`src/rtl/core_config_pkg.sv`:
```
`default_nettype none
// +----------------------------------------------------------------------+
// | core_config_pkg : shared core widths, fetch constants and types      |
// | Revision: 1.0                                                        |
// +----------------------------------------------------------------------+
package core_config_pkg;

    localparam int XLEN             = 32;
    localparam int IF_LEN           = 32;
    localparam int FETCH_FIFO_DEPTH = 2;

    // addi x0, x0, 0
    localparam logic [IF_LEN-1:0] NOP_INSTR = 32'h0000_0013;

    typedef logic [1:0] fetch_state_t;

    localparam fetch_state_t ST_IDLE    = 2'd0;
    localparam fetch_state_t ST_REQ     = 2'd1;
    localparam fetch_state_t ST_DISCARD = 2'd2;

    typedef struct packed {
        logic [XLEN-1:0]   addr;
        logic [IF_LEN-1:0] instr;
    } fetch_entry_t;

    function automatic logic is_word_aligned(input logic [XLEN-1:0] addr);
        return (addr[1:0] == 2'b00);
    endfunction

endpackage : core_config_pkg
`default_nettype wire

```
`src/rtl/fetch_fifo.sv`:
```
`default_nettype none
// +----------------------------------------------------------------------+
// | fetch_fifo : synchronous FIFO with flush, occupancy count and flags  |
// | Revision: 1.0                                                        |
// +----------------------------------------------------------------------+
module fetch_fifo #(
    parameter int DEPTH = 2,
    parameter int WIDTH = 64,
    localparam int CNT_W = $clog2(DEPTH + 1),
    localparam int PTR_W = (DEPTH > 1) ? $clog2(DEPTH) : 1
) (
    input  logic             clk,
    input  logic             rst_n,
    input  logic             flush,
    input  logic             push,
    input  logic [WIDTH-1:0] push_data,
    input  logic             pop,
    output logic [WIDTH-1:0] pop_data,
    output logic [CNT_W-1:0] count,
    output logic             full,
    output logic             empty
);

    logic [WIDTH-1:0] storage [DEPTH];
    logic [PTR_W-1:0] wr_ptr;
    logic [PTR_W-1:0] rd_ptr;
    logic             do_push;
    logic             do_pop;

    function automatic logic [PTR_W-1:0] ptr_next(input logic [PTR_W-1:0] p);
        return (p == PTR_W'(DEPTH - 1)) ? '0 : p + PTR_W'(1);
    endfunction

    assign full     = (count == CNT_W'(DEPTH));
    assign empty    = (count == '0);
    assign do_push  = push && !full && !flush;
    assign do_pop   = pop && !empty && !flush;
    assign pop_data = storage[rd_ptr];

    always_ff @(posedge clk) begin
        if (do_push) begin
            storage[wr_ptr] <= push_data;
        end
    end

    always_ff @(posedge clk or negedge rst_n) begin
        if (!rst_n) begin
            wr_ptr <= '0;
            rd_ptr <= '0;
            count  <= '0;
        end else if (flush) begin
            wr_ptr <= '0;
            rd_ptr <= '0;
            count  <= '0;
        end else begin
            if (do_push) begin
                wr_ptr <= ptr_next(wr_ptr);
            end
            if (do_pop) begin
                rd_ptr <= ptr_next(rd_ptr);
            end
            case ({do_push, do_pop})
                2'b10:   count <= count + CNT_W'(1);
                2'b01:   count <= count - CNT_W'(1);
                default: count <= count;
            endcase
        end
    end

endmodule : fetch_fifo
`default_nettype wire

```
`src/rtl/instruction_fetch.sv`:
```
`default_nettype none
// +----------------------------------------------------------------------+
// | instruction_fetch : single-outstanding fetch unit with prefetch FIFO |
// | Revision: 1.0                                                        |
// +----------------------------------------------------------------------+
module instruction_fetch
    import core_config_pkg::*;
#(
    parameter logic [XLEN-1:0] RESET_ADDR = 32'h0000_0000,
    parameter int              FIFO_DEPTH = FETCH_FIFO_DEPTH
) (
    input  logic              clk,
    input  logic              rst_n,
    input  logic              clk_en,
    input  logic              i_busy,
    input  logic              redirect,
    input  logic [XLEN-1:0]   redirect_addr,
    output logic              mem_req,
    output logic [XLEN-1:0]   mem_addr,
    input  logic              mem_ack,
    input  logic [IF_LEN-1:0] mem_rdata,
    output logic [IF_LEN-1:0] instruction,
    output logic [XLEN-1:0]   o_address,
    output logic              o_valid,
    output logic              fetch_misaligned
);

    localparam int CNT_W = $clog2(FIFO_DEPTH + 1);
    localparam int CA_W  = CNT_W + 1;

    fetch_state_t     state;
    logic [XLEN-1:0]  pc;
    logic [XLEN-1:0]  pc_inc;
    logic [CNT_W-1:0] fifo_count;
    logic             fifo_full;
    logic             fifo_empty;
    fetch_entry_t     head;
    fetch_entry_t     push_entry;
    logic             push;
    logic             pop;
    logic             flush;
    logic             target_misaligned;
    logic [CA_W-1:0]  count_after;
    logic             slot_left;
    logic             slot_free;

    assign pc_inc            = pc + XLEN'(4);
    assign target_misaligned = !is_word_aligned(redirect_addr);

    // Redirect masks both FIFO ports; the flush wins over any same-edge ack.
    assign flush = clk_en && redirect;
    assign push  = clk_en && !redirect && (state == ST_REQ) && mem_ack;
    assign pop   = clk_en && !redirect && !i_busy && !fifo_empty;

    assign push_entry = '{addr: mem_addr, instr: mem_rdata};

    assign count_after = CA_W'(fifo_count) + CA_W'(push) - CA_W'(pop);
    assign slot_left   = (count_after < CA_W'(FIFO_DEPTH));
    assign slot_free   = (fifo_count < CNT_W'(FIFO_DEPTH));

    fetch_fifo #(
        .DEPTH (FIFO_DEPTH),
        .WIDTH ($bits(fetch_entry_t))
    ) u_fetch_fifo (
        .clk       (clk),
        .rst_n     (rst_n),
        .flush     (flush),
        .push      (push),
        .push_data (push_entry),
        .pop       (pop),
        .pop_data  (head),
        .count     (fifo_count),
        .full      (fifo_full),
        .empty     (fifo_empty)
    );

    always_ff @(posedge clk or negedge rst_n) begin
        if (!rst_n) begin
            state            <= ST_IDLE;
            pc               <= RESET_ADDR;
            mem_req          <= 1'b0;
            mem_addr         <= RESET_ADDR;
            fetch_misaligned <= 1'b0;
        end else if (clk_en) begin
            if (redirect) begin
                pc               <= redirect_addr;
                fetch_misaligned <= target_misaligned;
                if (mem_req && !mem_ack) begin
                    // Bus request must complete; its data is thrown away.
                    state <= ST_DISCARD;
                end else if (target_misaligned) begin
                    state   <= ST_IDLE;
                    mem_req <= 1'b0;
                end else begin
                    state    <= ST_REQ;
                    mem_req  <= 1'b1;
                    mem_addr <= redirect_addr;
                end
            end else begin
                case (state)
                    ST_IDLE: begin
                        if (slot_free && !fetch_misaligned) begin
                            state    <= ST_REQ;
                            mem_req  <= 1'b1;
                            mem_addr <= pc;
                        end
                    end
                    ST_REQ: begin
                        if (mem_ack) begin
                            pc       <= pc_inc;
                            mem_addr <= pc_inc;
                            if (slot_left) begin
                                state <= ST_REQ;
                            end else begin
                                state   <= ST_IDLE;
                                mem_req <= 1'b0;
                            end
                        end
                    end
                    ST_DISCARD: begin
                        if (mem_ack) begin
                            if (fetch_misaligned) begin
                                state   <= ST_IDLE;
                                mem_req <= 1'b0;
                            end else begin
                                state    <= ST_REQ;
                                mem_addr <= pc;
                            end
                        end
                    end
                    default: begin
                        state   <= ST_IDLE;
                        mem_req <= 1'b0;
                    end
                endcase
            end
        end
    end

    always_ff @(posedge clk or negedge rst_n) begin
        if (!rst_n) begin
            instruction <= NOP_INSTR;
            o_address   <= '0;
            o_valid     <= 1'b0;
        end else if (clk_en) begin
            if (redirect) begin
                instruction <= NOP_INSTR;
                o_valid     <= 1'b0;
            end else if (!i_busy) begin
                if (!fifo_empty) begin
                    instruction <= head.instr;
                    o_address   <= head.addr;
                    o_valid     <= 1'b1;
                end else begin
                    instruction <= NOP_INSTR;
                    o_valid     <= 1'b0;
                end
            end
        end
    end

endmodule : instruction_fetch
`default_nettype wire

```
`config.mk`:
```
export PLATFORM = sky130hd
export DESIGN_NAME = instruction_fetch
export DESIGN_NICKNAME = d
export VERILOG_FILES = /design/src/rtl/core_config_pkg.sv /design/src/rtl/fetch_fifo.sv /design/src/rtl/instruction_fetch.sv
export SDC_FILE = /design/constraint.sdc
export NUM_CORES = 1
export LEC_CHECK = 0
export ABC_CLOCK_PERIOD_IN_PS = 6200
export CAP_MARGIN = 20
export CORE_MARGIN = 2
export CORE_UTILIZATION = 35
export DETAILED_ROUTE_END_ITERATION = 6
export GPL_TIMING_DRIVEN = 0
export SLEW_MARGIN = 0
export SYNTH_ARGS = -nofsm -noshare
export SYNTH_HDL_FRONTEND = slang
export SYNTH_SLANG_ARGS = --single-unit
```
`constraint.sdc`:
```
create_clock -name clk -period 6.2 [get_ports clk]
set_clock_uncertainty 0.05 [all_clocks]
set_input_delay 1.24 -clock clk [delete_from_list [all_inputs] [get_ports clk]]
set_output_delay 1.24 -clock clk [all_outputs]
set_load 0.05 [all_outputs]
```
======== Word level (Yosys, flattened, before mapping) ========
Memory sizes are Yosys's and may differ from the RTL's.
Cells that the tools add are included.
word-level totals
  memories ................................ 1
  latch bits .............................. 0
  memory bits (writable) .................. 128
  input bits .............................. 70
  word-level logic and storage cells ...... 118
  register bits after elaboration ......... 137
  output and inout bits ................... 99
  ROM bits ................................ 0
operators by class
  reductions and logical operators ........ 36
  shift operators ......................... 0
  eq/ne operators ......................... 14
  multiplexer cells ....................... 44
  multipliers ............................. 0
  divide/modulo/power cells ............... 0
  magnitude comparators ................... 2
  bitwise operators ....................... 3
  add/sub/neg operators ................... 7
memories
  name                  depth  width  read ports  clocked after Yosys merged registers in  wr ports  line              source
  u_fetch_fifo.storage  2      64     1           0                                        1         fetch_fifo.sv:24  logic [WIDTH-1:0] storage [DEPTH];
operators with widths
  cell                   number
  $mux 32                12
  $pmux 32 s3            1
  $add 32x3->32 const B  1
  $mux 1                 22
  $ne 3x3->1 const B     6
  $logic_and 1x1->1      12
  $mux 2                 6
  $logic_not 1->1        8
  $reduce_and 4->1       2
  $reduce_and 8->1       1
  $reduce_bool 2->1      4
  $reduce_and 7->1       1
  $eq 2x2->1 const B     3
  $logic_not 2->1        3
  $pmux 2 s3             1
  $eq 2x1->1 const B     2
  $ne 2x1->1 const B     2
  $pmux 2 s2             1
  $reduce_and 2->1       2
  $reduce_bool 4->1      1
  $add 2x1->3            1
  $lt 3x2->1 const B     1
  $not 1->1              3
  $pmux 1 s3             1
  8 further kinds        9

======== Longest topological paths before layout ========
Gate-level depths: netlist of run 1.
  word-level depth ........................ 11
  depth in mapped cells ................... 13
  mapped depth without buffers ............ 11

======== Hierarchy ========
From an unflattened synthesis of run 1, not the netlist that was laid out.
unflattened totals
  cell total of the unflattened synthesis .. 912
  area, all modules ....................... 11608.6 um^2
by module, submodules not included
  module             area each (um^2)  times used  cells an instance  sequential area each (um^2)
  instruction_fetch  6790.3            1           688                3331.9
  fetch_fifo         4818.4            1           224                3943.8

======== Least setup slack after synthesis of run 1 ========
Ideal clock, no wire load.
  path kind ............................... input to register
  from .................................... in clk_en
  to ...................................... mem u_fetch_fifo.storage[0][0], enable pin
  stages .................................. 3
  arrival ................................. 6.166 ns
  slack ................................... -0.582 ns
  library setup time ...................... 0.566 ns
  data required time ...................... 5.584 ns
  path buffers ............................ 1
  cell sequence ........................... clkbuf_1 nand4b_1 nor3_1
between the ends
  word-level cells in the longest chain between the ends .. 7
  elaborated cells on any way between the ends .. 9
  classes of those cells .................. mux: 2; reduce/logical: 7
RTL lines
  what                            line                     source
  start: declaration              instruction_fetch.sv:14  input logic clk_en,
  $logic_and 1x1->1 (3 in a row)  instruction_fetch.sv:52  assign push = clk_en && !redirect && (state == ST_REQ) && mem_ack;
  $logic_and 1x1->1               fetch_fifo.sv:36         assign do_push = push && !full && !flush;
  $logic_and 1x1->1 *             fetch_fifo.sv:36
  $mux 1 *                        fetch_fifo.sv:41         if (do_push) begin
  $mux 1 (implied by the code) *  fetch_fifo.sv:42         storage[wr_ptr] <= push_data;
  end: declaration                fetch_fifo.sv:24
Every way passes the cells marked *; elsewhere a longest branch is shown, timed or not.

======== Worst setup path after layout of run 1 ========
  from .................................... in redirect
  to ...................................... reg state[0]
between the ends
  word-level cells in the longest chain between the ends .. 11
  elaborated cells on any way between the ends .. 17
  classes of those cells .................. add/sub: 2; order compare: 1; eq/ne: 3; mux: 4; reduce/logical: 7
RTL lines
  what                            line                                              source
  start: declaration              instruction_fetch.sv:16                           input logic redirect,
  $logic_not 1->1                 instruction_fetch.sv:52, instruction_fetch.sv:53
  $logic_and 1x1->1               instruction_fetch.sv:52, instruction_fetch.sv:53
  $logic_and 1x1->1 (2 in a row)  instruction_fetch.sv:52
  $add 2x1->3                     instruction_fetch.sv:57                           assign count_after = CA_W'(fifo_count) + CA_W'(push) - CA_W'(pop);
  $sub 3x1->3                     instruction_fetch.sv:57
  $lt 3x2->1                      instruction_fetch.sv:58                           assign slot_left = (count_after < CA_W'(FIFO_DEPTH));
  $mux 1                          instruction_fetch.sv:112                          if (slot_left) begin
  $mux 2                          instruction_fetch.sv:109                          if (mem_ack) begin
  $pmux 2 s3                      instruction_fetch.sv:100                          case (state)
  $mux 2                          instruction_fetch.sv:85                           if (redirect) begin
  end signal: assignment          instruction_fetch.sv:103                          state <= ST_REQ;
  end signal: assignment          instruction_fetch.sv:113                          state <= ST_REQ;
  end signal: assignment          instruction_fetch.sv:115                          state <= ST_IDLE;
  end: declaration                instruction_fetch.sv:31                           fetch_state_t state;
Several ways; a longest one is shown, not always the timed one. The select of a mux whose other input is x is not followed.
A chain may end at the register's enable or synchronous reset.

==> impl_metrics.csv, run 1 <==
group,metric,value,unit
placement,dpl.cell_count,1576,
cells_and_area,mostFrequentLayoutCells,"clkdlybuf4s50_1, dfrtp_1, edfxtp_1",
logic_synthesis,netlist_area,0.01140,mm^2
placement,place_hpwl,22.37,mm
logic_synthesis,synth_edf_count,128,
placement,place_area,0.01380,mm^2
clocking,clock_path_buffers,3,
sta,finalCriticalPeriod,4.309,ns
sta,worstMarginPinSlew,0.8663,ns
cells_and_area,final_area,0.01474,mm^2
pwr,swShare,0.3868,
floorplanning,start_util,0.3531,
pwr,p_sw,0.002554,W
clocking,cts_resized,0,
sta,finalHoldViolCount,0,
worst_hold_path,hold_depth,2,
worst_hold_path,min_path_type,"reg -> reg",
floorplanning,coreArea,0.03229,mm^2
drt,drtIter0Drc,572,
global_routing,grt_first_pass_wirelength,48.51,mm
logic_synthesis,synth-seq-cells,265,
logic_synthesis,yosys-top-cells-area,"edfxtp_1, dfrtp_1, mux2i_1",
clocking,cts.reportedPaths.clkPinSlew,0.06,ns
pwr,internal_power,0.004050,W
pwr,clockPowerShare,0.257,
logic_synthesis,ys_seq_area_frac,0.6382,
cells_and_area,antennaDiodeCount,0,
logic_synthesis,synthesis.nets,1037,
logic_synthesis,synth_top_area_frac,0.3371,
pwr,sequentialPowerShare,0.383,
critical_path,crit_arrival,4.69,ns
placement,gp_congestion,0.8738,
clocking,clk_latency,0.54,ns
critical_path,cp.depth,13,
logic_synthesis,yosysUniqueCellTypes,58,
critical_path,cp_data_required_time,6.58,ns
critical_path,cp_max_fo,8,
clocking,cts_num_sinks,265,
critical_path,cp_slowest_cell,"clkdlybuf4s50_1",
run_status,status,"finished, final reports clean",
cells_and_area,final_common_cell,"clkdlybuf4s50_1",
critical_path,crit_type,"in -> reg",
floorplanning,io_pins,169,
pwr,p_per_area,448.1,mW/mm^2
flow_run,max_cap_viol_count,0,
sta,slew_headroom,0.4225,
critical_path,r2r.worst_path.cells,13,
global_routing,grt_overflow_total,0,
clocking,cts_tree,"done",
critical_path,crit_path_max_incr_delay,0.56,ns
global_routing,grt_max_degree,71,
global_routing,grt_usage,0.1871,
placement,port_buffers,168,
cells_and_area,syn_to_final_growth,29.27,%
floorplanning,die_h,184.5,um
sta,post-route-period-util,0.6950,
floorplanning,die_w,184.5,um
clocking,post-cts-setup-buffer-count,0,
clocking,htree_levels,1,
sta,hold_slack,0.4232,ns
drt,wl_per_cell,19.52,um
clocking,hold_buffers,0,
critical_path,endpoint_kind,"flip-flop",
drt,drt_pass1_iterations,5,
sta,setup_tns,0,ns
global_routing,grt_pass1_vias,8138,
sta,maxSlewViolCount,0,
critical_path,cp.buffers_inverters,3,
drt,wl,31.81,mm
clocking,cts_buffers,29,
drt,viasPerCell,5.080,
clocking,cts_root_buf,"clkbuf_16",
logic_synthesis,async_reset_ff_frac,0.5170,
cells_and_area,drive_above_1_share,0.06487,
floorplanning,rows,66,
cells_and_area,nets,1242,
drt,vias,8276,
sta,rsz0062_at_grt,"false",
logic_synthesis,syn_avg_cell_area,11.88,um^2
sta,max_freq,232.1,MHz
floorplanning,die-area,0.03403,mm^2
pwr,combPwrFrac,0.361,
logic_synthesis,ys.flop_type,"dfrtp_1",
logic_synthesis,yosysTopAreaCell,"edfxtp_1",
sta,final-setup-viol-count,0,
critical_path,crit_chain,"clkdlybuf4s50_1 > nand2b_1 > or3_1 > clkbuf_1 > inv_1 > ha_1 > or2_2 > fa_1 > xnor2_1 > a32oi_1 > and2_1 > o31ai_1 > mux2_2",
cells_and_area,layoutNonFillerInstCount,1629,
pwr,max-vdd-ir-drop,0.2129,mV
critical_path,critPathTopFamily,"buffers and inverters",
logic_synthesis,ys_warn_count,0,
pwr,power.total,0.006604,W
critical_path,critPathLaunchType,"primary input",
logic_synthesis,syn_inst,960,
drt,drcViolationCount,0,
global_routing,grt_antenna_before_repair,0,
drt,ant_nets,0,
pwr,p_leak,5.478,nW
## kinds of logic (layout without fill, tap and decap cells)
logic type | after synthesis | count (layout) | share of synthesized area
AO/OA/AOI/OAI | 206 | 206 | 0.1080
buffers and inverters | 90 | 317 | 0.03095
multiplexers | 80 | 80 | 0.07057
flip-flops | 265 | 265 | 0.6382
adder cells (fa/ha/maj) | 7 | 7 | 0.008341
XOR/XNOR | 31 | 31 | 0.02381
AND/OR/NAND/NOR | 281 | 281 | 0.1202
## flip-flops by register name, summed over array words and instances (netlist names)
signal                count
mem_addr                 32
fetch_misaligned          1
u_fetch_fifo.wr_ptr       1
o_address                32
pc                       32
o_valid                   1
u_fetch_fifo.storage    128
state                     2
u_fetch_fifo.count        2
mem_req                   1
instruction              32
u_fetch_fifo.rd_ptr       1
## cell usage after synthesis, drive strengths merged, types with 2 or more instances
library cell and count:
dfrtp 134, edfxtp 128, nand2 124, o21ai 97
mux2i 77, clkbuf 55, a21oi 37, nor2 36
nand3 31, nor3 23, inv 20, xor2 18
buf 15, nand4 14, o22ai 14, xnor2 13
a22oi 11, a221o 10, and3 10, o211ai 9
or3 9, and4 7, nor4 7, ha 6
o31ai 6, a31oi 5, and2 4, dfstp 3
mux2 3, nand2b 3, or2 3, or4 3
a21o 2, a32oi 2, a41o 2, nand3b 2
nor2b 2, nor3b 2, o21a 2, o31a 2
## metrics by stage
stage	setup WS (ns)	utilization
after CTS	1.900	0.4564
after floorplan	1.414	-
after global placement	-2.538	0.4225
final	1.891	0.4564
after detailed placement	1.337	0.4275
after global routing	1.695	0.4564
## path summary, 6_finish.rpt
check / start / to / slack [ns]
max: redirect / state[0] / 1.89
min reg2reg: instruction[22] / instruction[22] / 0.42
max reg2reg: u_fetch_fifo.count[1] / state[0] / 2.50
min in group asynchronous: rst_n / instruction[26] / 0.68
min: instruction[22] / instruction[22] / 0.42
max in group asynchronous: rst_n / pc[16] / 4.59
## layout make-up
cell class	instances	area, um^2
buffer	70	277.8
multi-input combinational	605	3786
fill	2973	17550
clock buffer	44	812.0
tap	442	553.0
clock inverter	9	122.6
timing repair buffer	174	1836
inverter	20	75.07
sequential	265	7276
## layer usage
layer	routed length [um]	global-route usage
met4	690	0.05088
met5	0	0
met2	14950	0.3090
met1	14140	0.2550
met3	2029	0.03181
## tightest hold or removal path, cell delays in order (launching register included)
cell and delay [ns]:
dfrtp_1 0.34, nand2_1 0.04, o21ai_0 0.06
## power by group through the flow
stage	clock network (W)	logic [W]	registers, W
floorplan	0	0.000759	0.00326
global placement	0	0.00235	0.00256
detailed placement	0	0.00239	0.00256
CTS	0.00174	0.00240	0.00253
global route	0.00182	0.00254	0.00257
finish	0.00169	0.00238	0.00253
Note: power is estimated with default switching activity, not from simulation.
==> run 2: changes to the inputs <==
- ABC_CLOCK_PERIOD_IN_PS: 6200 -> 4050
- clock period: 6.2 -> 4.05 ns (I/O delays scaled with it)
==> run 2 against run 1 <==
Effect of this change:
- combinational power grew 53%
- core utilization rose by 0.40 points
- die area is the same
- sequential power up 53%
- highest routed layer unchanged
- global-route usage shrank 0.44 points
- setup slack worse by 1.7 ns
- design area rose by 0.87%
- largest cell class unchanged
- largest power group unchanged
- non-clock buffer count down 1
- worst hold slack lost 0.24 ns
- routed wire length is 1.9% lower
- sequential cell count did not move
==> impl_metrics.csv, run 2 (same netlist as run 1, synthesis figures left out) <==
group,metric,value,unit
cells_and_area,drive_above_1_share,0.07065,
global_routing,grt_overflow_total,0,
sta,finalCriticalPeriod,3.859,ns
clocking,cts_root_buf,"clkbuf_16",
clocking,cts_tree,"done",
clocking,cts_resized,0,
pwr,internal_power,0.006428,W
cells_and_area,antennaDiodeCount,0,
critical_path,r2r_end,"state[0]",
sta,rsz0062_at_grt,"false",
critical_path,rr_startpoint,"u_fetch_fifo.count[1]",
cells_and_area,final_common_cell,"clkdlybuf4s50_1",
floorplanning,die_h,184.5,um
floorplanning,rows,66,
cells_and_area,final_area,0.01487,mm^2
clocking,hold_buffers,0,
pwr,p_per_area,697.5,mW/mm^2
cells_and_area,mostFrequentLayoutCells,"clkdlybuf4s50_1, dfrtp_1, edfxtp_1",
clocking,cts.reportedPaths.clkPinSlew,0.06,ns
sta,hold_slack,0.1836,ns
critical_path,r2r.worst_path.cells,12,
sta,worstMarginPinSlew,0.8713,ns
drt,drcViolationCount,0,
drt,viasPerCell,5.092,
flow_run,max_cap_viol_count,0,
drt,ant_nets,0,
cells_and_area,nets,1242,
floorplanning,io_pins,169,
pwr,combPwrFrac,0.351,
global_routing,grt_max_degree,86,
clocking,clk_latency,0.55,ns
global_routing,grt_usage,0.1828,
floorplanning,die_w,184.5,um
cells_and_area,syn_to_final_growth,30.39,%
placement,port_buffers,168,
floorplanning,start_util,0.3531,
critical_path,reg2reg_slack,0.39,ns
sta,max_freq,259.2,MHz
drt,wl,31.21,mm
drt,wl_per_cell,19.13,um
sta,post-route-period-util,0.9528,
cells_and_area,top_register,"u_fetch_fifo.storage",
global_routing,grt_first_pass_wirelength,47.59,mm
sta,final-setup-viol-count,0,
placement,gp_congestion,0.8948,
floorplanning,coreArea,0.03229,mm^2
placement,place_area,0.01382,mm^2
critical_path,endpoint_kind,"flip-flop",
run_status,status,"finished, final reports clean",
critical_path,crit_type,"in -> reg",
clocking,post-cts-setup-buffer-count,0,
critical_path,cp_max_fo,8,
sta,slew_headroom,0.4147,
cells_and_area,num-fill-cells,2989,
global_routing,grt_antenna_before_repair,0,
worst_hold_path,min_path_type,"in -> async",
cells_and_area,largest_reg_flops,128,
critical_path,critPathLaunchType,"primary input",
pwr,max-vdd-ir-drop,0.3470,mV
pwr,clockPowerShare,0.276,
floorplanning,die-area,0.03403,mm^2
drt,vias,8305,
clocking,cts_num_sinks,265,
pwr,sequentialPowerShare,0.373,
sta,finalHoldViolCount,0,
critical_path,cp_data_required_time,4.42,ns
clocking,clock_path_buffers,3,
pwr,p_leak,5.550,nW
drt,drtIter0Drc,604,
global_routing,grt_pass1_vias,8067,
placement,place_hpwl,22.08,mm
drt,drt_pass1_iterations,5,
pwr,p_sw,0.003941,W
pwr,swShare,0.3801,
clocking,cts_buffers,30,
critical_path,crit_arrival,4.23,ns
clocking,htree_levels,1,
sta,maxSlewViolCount,0,
## run 2: changes by cell type in the layout (fill, tap and decap cells not counted), moves of 2 or more
cell / change
clkbuf_1: -8
clkinv_2: +4
bufinv_16: +3
clkinv_1: +3
clkbuf_16: +2
clkbuf_8: -2
## run 2: stage by stage
stage / worst slack [ns] / power, W / cells / TNS [ns] / util
3_5_place_dp: -0.4067 / 0.007584 / 1576 / -0.7401 / 0.4279
6_report: 0.1913 / 0.01037 / 1631 / 0 / 0.4604
2_1_floorplan: 0.4772 / 0.006152 / 960 / 0 / -
3_3_place_gp: -4.217 / 0.007509 / 1570 / -752.10 / 0.4227
5_1_grt: 0.04044 / 0.01086 / 1631 / 0 / 0.4604
4_1_cts: 0.1503 / 0.01047 / 1632 / 0 / 0.4605
## run 2: cell type report
type / count / area, um^2 / area share
tap: 442 / 553.0 / 0.03720
inverter: 20 / 75.07 / 0.005050
sequential: 265 / 7276 / 0.4894
clock inverter: 19 / 245.2 / 0.01650
buffer: 69 / 274.0 / 0.01843
timing repair buffer: 174 / 1848 / 0.1243
multi-input combinational: 605 / 3786 / 0.2547
clock buffer: 37 / 808.3 / 0.05437
## run 2: power groups by stage
stage | clock [W] | sequential (W) | combinational, W
final | 0.00286 | 0.00387 | 0.00364
after global placement | 0 | 0.00392 | 0.00359
after global routing | 0.00304 | 0.00394 | 0.00387
after detailed placement | 0 | 0.00393 | 0.00365
after CTS | 0.00292 | 0.00388 | 0.00366
after floorplan | 0 | 0.00499 | 0.00116
## run 2: worst max-delay path by stage
stage	from	end	slack (ns)
detailed placement	redirect	state[0]	-0.41
global route	redirect	state[0]	0.04
finish	redirect	state[0]	0.19
CTS	redirect	state[0]	0.15
floorplan	clk_en	u_fetch_fifo.storage[1][0]	0.48
global placement	rst_n	pc[21]	-4.22
## run 2: layer usage
layer | track usage | part of all wire | vias to the layer above
met5 | 0 | 0 | -
met4 | 0.03968 | 0.017 | 0
met3 | 0.03142 | 0.065 | 47
met2 | 0.3075 | 0.48 | 266
met1 | 0.2479 | 0.44 | 4077
li1 | - | - | 3915
## run 2: worst max-delay path, stage by stage
cell             delay [ns]
clkdlybuf4s50_1        0.51
nand2b_1               0.20
or3_1                  0.50
inv_1                  0.30
ha_1                   0.29
or2_2                  0.30
fa_1                   0.38
xnor2_1                0.13
a32oi_1                0.30
and2_1                 0.18
o31ai_1                0.06
mux2_2                 0.27
==> edit 1 (config.mk and constraints of run 1) <==
Change the package constant `XLEN` from 32 to 64.
--- a/src/rtl/core_config_pkg.sv
+++ b/src/rtl/core_config_pkg.sv
@@ -7,3 +7,3 @@
 
-    localparam int XLEN             = 32;
+    localparam int XLEN             = 64;
     localparam int IF_LEN           = 32;
Ports: changed (resized mem_addr, o_address and redirect_addr); port bits go from 169 to 265. No check against the original RTL was run, so the function may have changed too.
==> edit 1 against run 1 <==
  * Worst setup slack got worse by 1.0 ns
  * Power increased by 79%
  * Clock power increased by 67%
  * Utilization decreased by 0.39 points
  * Design area increased by 65%
  * First-iteration DRC count increased by 150%
  * Synthesized area increased by 67%
  * Combinational power increased by 95%
  * Routed wire length increased by 110%
  * Sequential cell count increased by 160
  * Die area increased by 65%
  * Critical path depth increased by 2
  * Cell count increased by 69%
  * Largest power group is now combinational cells
==> edit 1: results (changes against run 1) <==
<table>
<tr><th>Metric</th><th>Value</th></tr>
<tr><th colspan="2">Logic synthesis</th></tr>
<tr><td>Share of the yosys chip area belonging to registers</td><td>60.95% (was 63.82%)</td></tr>
<tr><td>Number of distinct library cells after synthesis</td><td>67 (was 58)</td></tr>
<tr><td>Area share of fa/ha/maj cells after synthesis</td><td>0.4997% (was 0.8341%)</td></tr>
<tr><td>Main area contributors after synthesis</td><td>edfxtp_1 30%, dfrtp_1 30%, mux2i_1 6.9% (was edfxtp_1 34%, dfrtp_1 29%, mux2i_1 6.8%)</td></tr>
<tr><td>Synth async-reset ratio</td><td>54.82% (was 51.70%)</td></tr>
<tr><td>Xor and xnor fraction of the mapped netlist area</td><td>2.623% (was 2.381%)</td></tr>
<tr><td>Complex-gate fraction of the synthesized area</td><td>12.28% (was 10.80%)</td></tr>
<tr><th colspan="2">Clock network</th></tr>
<tr><td>H-tree lvl count</td><td>2 (was 1)</td></tr>
<tr><td>CTS buffer count</td><td>47 (was 29)</td></tr>
<tr><th colspan="2">Pwr</th></tr>
<tr><td>Power Clock</td><td>2.82 mW (was 1.69 mW)</td></tr>
<tr><td>Power per cell area</td><td>484.1 mW/mm2 (was 448.1 mW/mm2)</td></tr>
<tr><td>Net switching share of the total power</td><td>41.97% (was 38.68%)</td></tr>
<tr><td>Total combinational power</td><td>4.63 mW (was 2.38 mW)</td></tr>
<tr><th colspan="2">Worst setup path</th></tr>
<tr><td>Crit path DAT</td><td>5.73 ns (was 4.69 ns)</td></tr>
<tr><td>Setup slack, reg-to-reg</td><td>1.59 ns (was 2.50 ns)</td></tr>
<tr><th colspan="2">Final layout</th></tr>
<tr><td>Fill cell total of the finished layout</td><td>5021 (was 2973)</td></tr>
<tr><td>Number of flip-flops under the largest register name</td><td>192 (was 128)</td></tr>
<tr><td># nets final</td><td>2123 (was 1242)</td></tr>
<tr><th colspan="2">Hold path</th></tr>
<tr><td>Hold path startpoint</td><td>instruction[20] (was instruction[22])</td></tr>
<tr><th colspan="2">Detailed routing</th></tr>
<tr><td>Routed wl met3</td><td>4617 um (was 2029 um)</td></tr>
<tr><td>Detailed-route wire length on metal 1</td><td>28490 um (was 14140 um)</td></tr>
<tr><td>Detailed Route WL</td><td>65250 um (was 31810 um)</td></tr>
<tr><td>Iter 0 DRT Violations</td><td>1408 (was 572)</td></tr>
<tr><th colspan="2">Global route</th></tr>
<tr><td>M1 GR Usage</td><td>31.61% (was 25.50%)</td></tr>
<tr><td>GRT met3 Usage</td><td>4.425% (was 3.181%)</td></tr>
<tr><th colspan="2">Placement</th></tr>
<tr><td>Number of buffer cells added on primary ports</td><td>263 (was 168)</td></tr>
<tr><td>Placed cell area</td><td>0.02280 mm2 (was 0.01380 mm2)</td></tr>
<tr><th colspan="2">Run status</th></tr>
<tr><td>Result of the run</td><td>finished, final reports clean (unchanged)</td></tr>
</table>
[edit 1: cell count changes after synthesis, moves of 34 or more]
cell	before	now
a21oi_1	37	74
o21ai_0	95	183
nand2_1	124	218
clkbuf_1	52	86
dfrtp_1	134	230
nor2_1	36	91
edfxtp_1	128	192
mux2i_1	77	132
[edit 1: final cells by class]
class	count	area, um2	area share (%)
Tap cell	696	870.8	3.576
Timing Repair Buffer	277	2879	11.82
Sequential cell	425	11600	47.63
Buffer	135	553.0	2.271
Inverter	18	67.56	0.2774
Clock buffer	63	1299	5.333
Antenna cell	4	10.01	0.04110
Multi-Input combinational cell	1110	6828	28.04
Clock inverter	24	245.2	1.007
[edit 1: worst min-delay path, cell delays in order (launching register included)]
cell and delay, ns:
dfrtp_1 0.34, nand2_1 0.04, o21ai_0 0.06
[edit 1: cell families (layout without fill, tap and decap cells)]
family                     after synthesis  after routing
muxes                                  134            134
other                                    0              4
AOI/OAI and AO/OA                      395            395
buffers and inverters                  153            517
adders and majority gates                7              7
DFF                                    425            425
xor gates and xnor gates                57             57
and+or+nand+nor                        517            517
[edit 1: worst min path at each step]
stage                 endpoint
5_1_grt         instruction[0]
3_5_place_dp   instruction[20]
2_1_floorplan            pc[0]
6_report       instruction[20]
3_3_place_gp   instruction[28]
4_1_cts        instruction[20]
[edit 1: metrics by stage]
stage	setup slack, ns	cells	util (%)	hold slack [ns]	setup TNS (ns)
final	0.8645	2752	45.25	0.4291	0
after global routing	0.5280	2752	45.25	0.4560	0
after CTS	0.7792	2748	45.23	0.4335	0
after detailed placement	0.2084	2661	42.36	0.4206	0
after global placement	-7.422	2647	41.90	0.4116	-2059.64
after floorplan	0.8914	1688	-	0.3950	0
==> edit 2 (config.mk and constraints of run 1) <==
Made on the original files. Make the reset (`rst_n`) synchronous in 3 clocked blocks.
--- a/src/rtl/fetch_fifo.sv
+++ b/src/rtl/fetch_fifo.sv
@@ -45,3 +45,3 @@
 
-    always_ff @(posedge clk or negedge rst_n) begin
+    always_ff @(posedge clk) begin
         if (!rst_n) begin
--- a/src/rtl/instruction_fetch.sv
+++ b/src/rtl/instruction_fetch.sv
@@ -76,3 +76,3 @@
 
-    always_ff @(posedge clk or negedge rst_n) begin
+    always_ff @(posedge clk) begin
         if (!rst_n) begin
@@ -139,3 +139,3 @@
 
-    always_ff @(posedge clk or negedge rst_n) begin
+    always_ff @(posedge clk) begin
         if (!rst_n) begin
Check against the original RTL: differs if rst_n is asserted again (counterexample within 4 cycles, from zero or initial values and one cycle with rst_n low); with rst_n held inactive, the same outputs for 4 cycles.
==> edit 2 against run 1 <==
  * Worst setup slack lost 0.19 ns
  * Hold slack got worse by 0.016 ns
  * Routed wire length is 11% higher
  * Design area fell by 1.0%
  * Synthesized area barely moved
  * Register-to-register slack gained 0.81 ns
  * Count of clock-buffer cells in the layout shrank 7
  * Sequential cell count up 1
Power is not compared: it rests on default switching activity, and its combinational part moved more than twofold at a synthesized area within 25%.
==> edit 2: results (changes against run 1) <==
<table>
<tr><th>Metric</th><th>Value</th></tr>
<tr><th colspan="2">Worst setup path</th></tr>
<tr><td>Setup slack, reg-to-reg</td><td>3.31 ns (was 2.50 ns)</td></tr>
<tr><td>Crit path DAT</td><td>4.87 ns (was 4.69 ns)</td></tr>
<tr><td>Endpoint of the worst setup timing path</td><td>state[0] (unchanged)</td></tr>
<tr><td>Worst reg2reg endpoint</td><td>u_fetch_fifo.storage[0][63] (was state[0])</td></tr>
<tr><th colspan="2">Global route</th></tr>
<tr><td>Overall global routing resource usage</td><td>20.32% (was 18.71%)</td></tr>
<tr><td>M1 GR Usage</td><td>26.89% (was 25.50%)</td></tr>
<tr><td>Grt met2 use</td><td>33.08% (was 30.90%)</td></tr>
<tr><td>Antenna violations before repair</td><td>1 (was 0)</td></tr>
<tr><th colspan="2">Placement</th></tr>
<tr><td>Placed wire-length estimate</td><td>25150 um (was 22370 um)</td></tr>
<tr><th colspan="2">Detailed routing</th></tr>
<tr><td>DR WL met2</td><td>16450 um (was 14950 um)</td></tr>
<tr><td>Iter 0 DRT Violations</td><td>579 (was 572)</td></tr>
<tr><td>Vias</td><td>9006 (was 8276)</td></tr>
<tr><td>WL per Instance</td><td>20.88 um (was 19.52 um)</td></tr>
<tr><th colspan="2">Final layout</th></tr>
<tr><td>Fill cell total of the finished layout</td><td>3003 (was 2973)</td></tr>
<tr><td>Sequential Area</td><td>0.006606 mm2 (was 0.007276 mm2)</td></tr>
<tr><td>Clock buffer and inverter area fraction after layout</td><td>5.926% (was 6.342%)</td></tr>
<tr><td>Non-filler cells in the finished layout</td><td>1684 (was 1629)</td></tr>
<tr><td>Non-clock inverter count in the final layout</td><td>12 (was 20)</td></tr>
<tr><td>Total area of multi-input combinational cells</td><td>0.004304 mm2 (was 0.003786 mm2)</td></tr>
<tr><td>Count of multi-input gates</td><td>651 (was 605)</td></tr>
<tr><td>Buffer share of cell area</td><td>15.17% (was 14.34%)</td></tr>
<tr><th colspan="2">Timing</th></tr>
<tr><td>Transition at the pin with the smallest max-transition slack</td><td>0.9238 ns (was 0.8663 ns)</td></tr>
<tr><th colspan="2">Run status</th></tr>
<tr><td>Result of the run</td><td>finished, final reports clean (unchanged)</td></tr>
<tr><th colspan="2">Logic synthesis</th></tr>
<tr><td>Post-Synthesis Net Count</td><td>1091 (was 1037)</td></tr>
<tr><td>Post-synth top cells</td><td>138 x dfxtp_1, 128 x edfxtp_1, 98 x nor2_1 (was 134 x dfrtp_1, 128 x edfxtp_1, 124 x nand2_1)</td></tr>
<tr><td>Area share of fa/ha/maj cells after synthesis</td><td>0.5044% (was 0.8341%)</td></tr>
<tr><td>Synthesized area per cell</td><td>11.22 um2 (was 11.88 um2)</td></tr>
<tr><td>Main area contributors after synthesis</td><td>edfxtp_1 34%, dfxtp_1 24%, mux2i_1 3.5% (was edfxtp_1 34%, dfrtp_1 29%, mux2i_1 6.8%)</td></tr>
<tr><th colspan="2">Hold path</th></tr>
<tr><td>Hold path startpoint</td><td>pc[0] (was instruction[22])</td></tr>
</table>
edit 2: cell types whose count changed in the layout (fill, tap and decap cells not counted), sizes merged, moves of 26 or more:
cell	run 1	this run
mux2	3	29
nor2	36	99
o21ai	97	52
dfrtp	134	0
a211oi	1	37
nand2	124	64
dfxtp	0	138
mux2i	77	40
edit 2: power groups by stage:
stage                     combinational [mW]  clock, mW  sequential, mW
after floorplan                        0.163          0            2.01
after global routing                   0.415       1.69            1.93
final                                  0.390       1.59            1.93
after global placement                 0.380          0            1.96
after CTS                              0.388       1.62            1.92
after detailed placement               0.386          0            1.96
edit 2: through the flow:
stage / utilization, % / area, um2 / power [mW] / setup slack (ns) / setup TNS [ns]
global route: 45.18 / 14590 / 4.034 / 1.530 / 0
global placement: 42.26 / 13640 / 2.343 / -1.974 / -126.16
detailed placement: 42.50 / 13720 / 2.349 / 1.191 / 0
finish: 45.18 / 14590 / 3.904 / 1.704 / 0
CTS: 45.18 / 14590 / 3.931 / 1.755 / 0
floorplan: - / 11410 / 2.172 / 0.7911 / 0
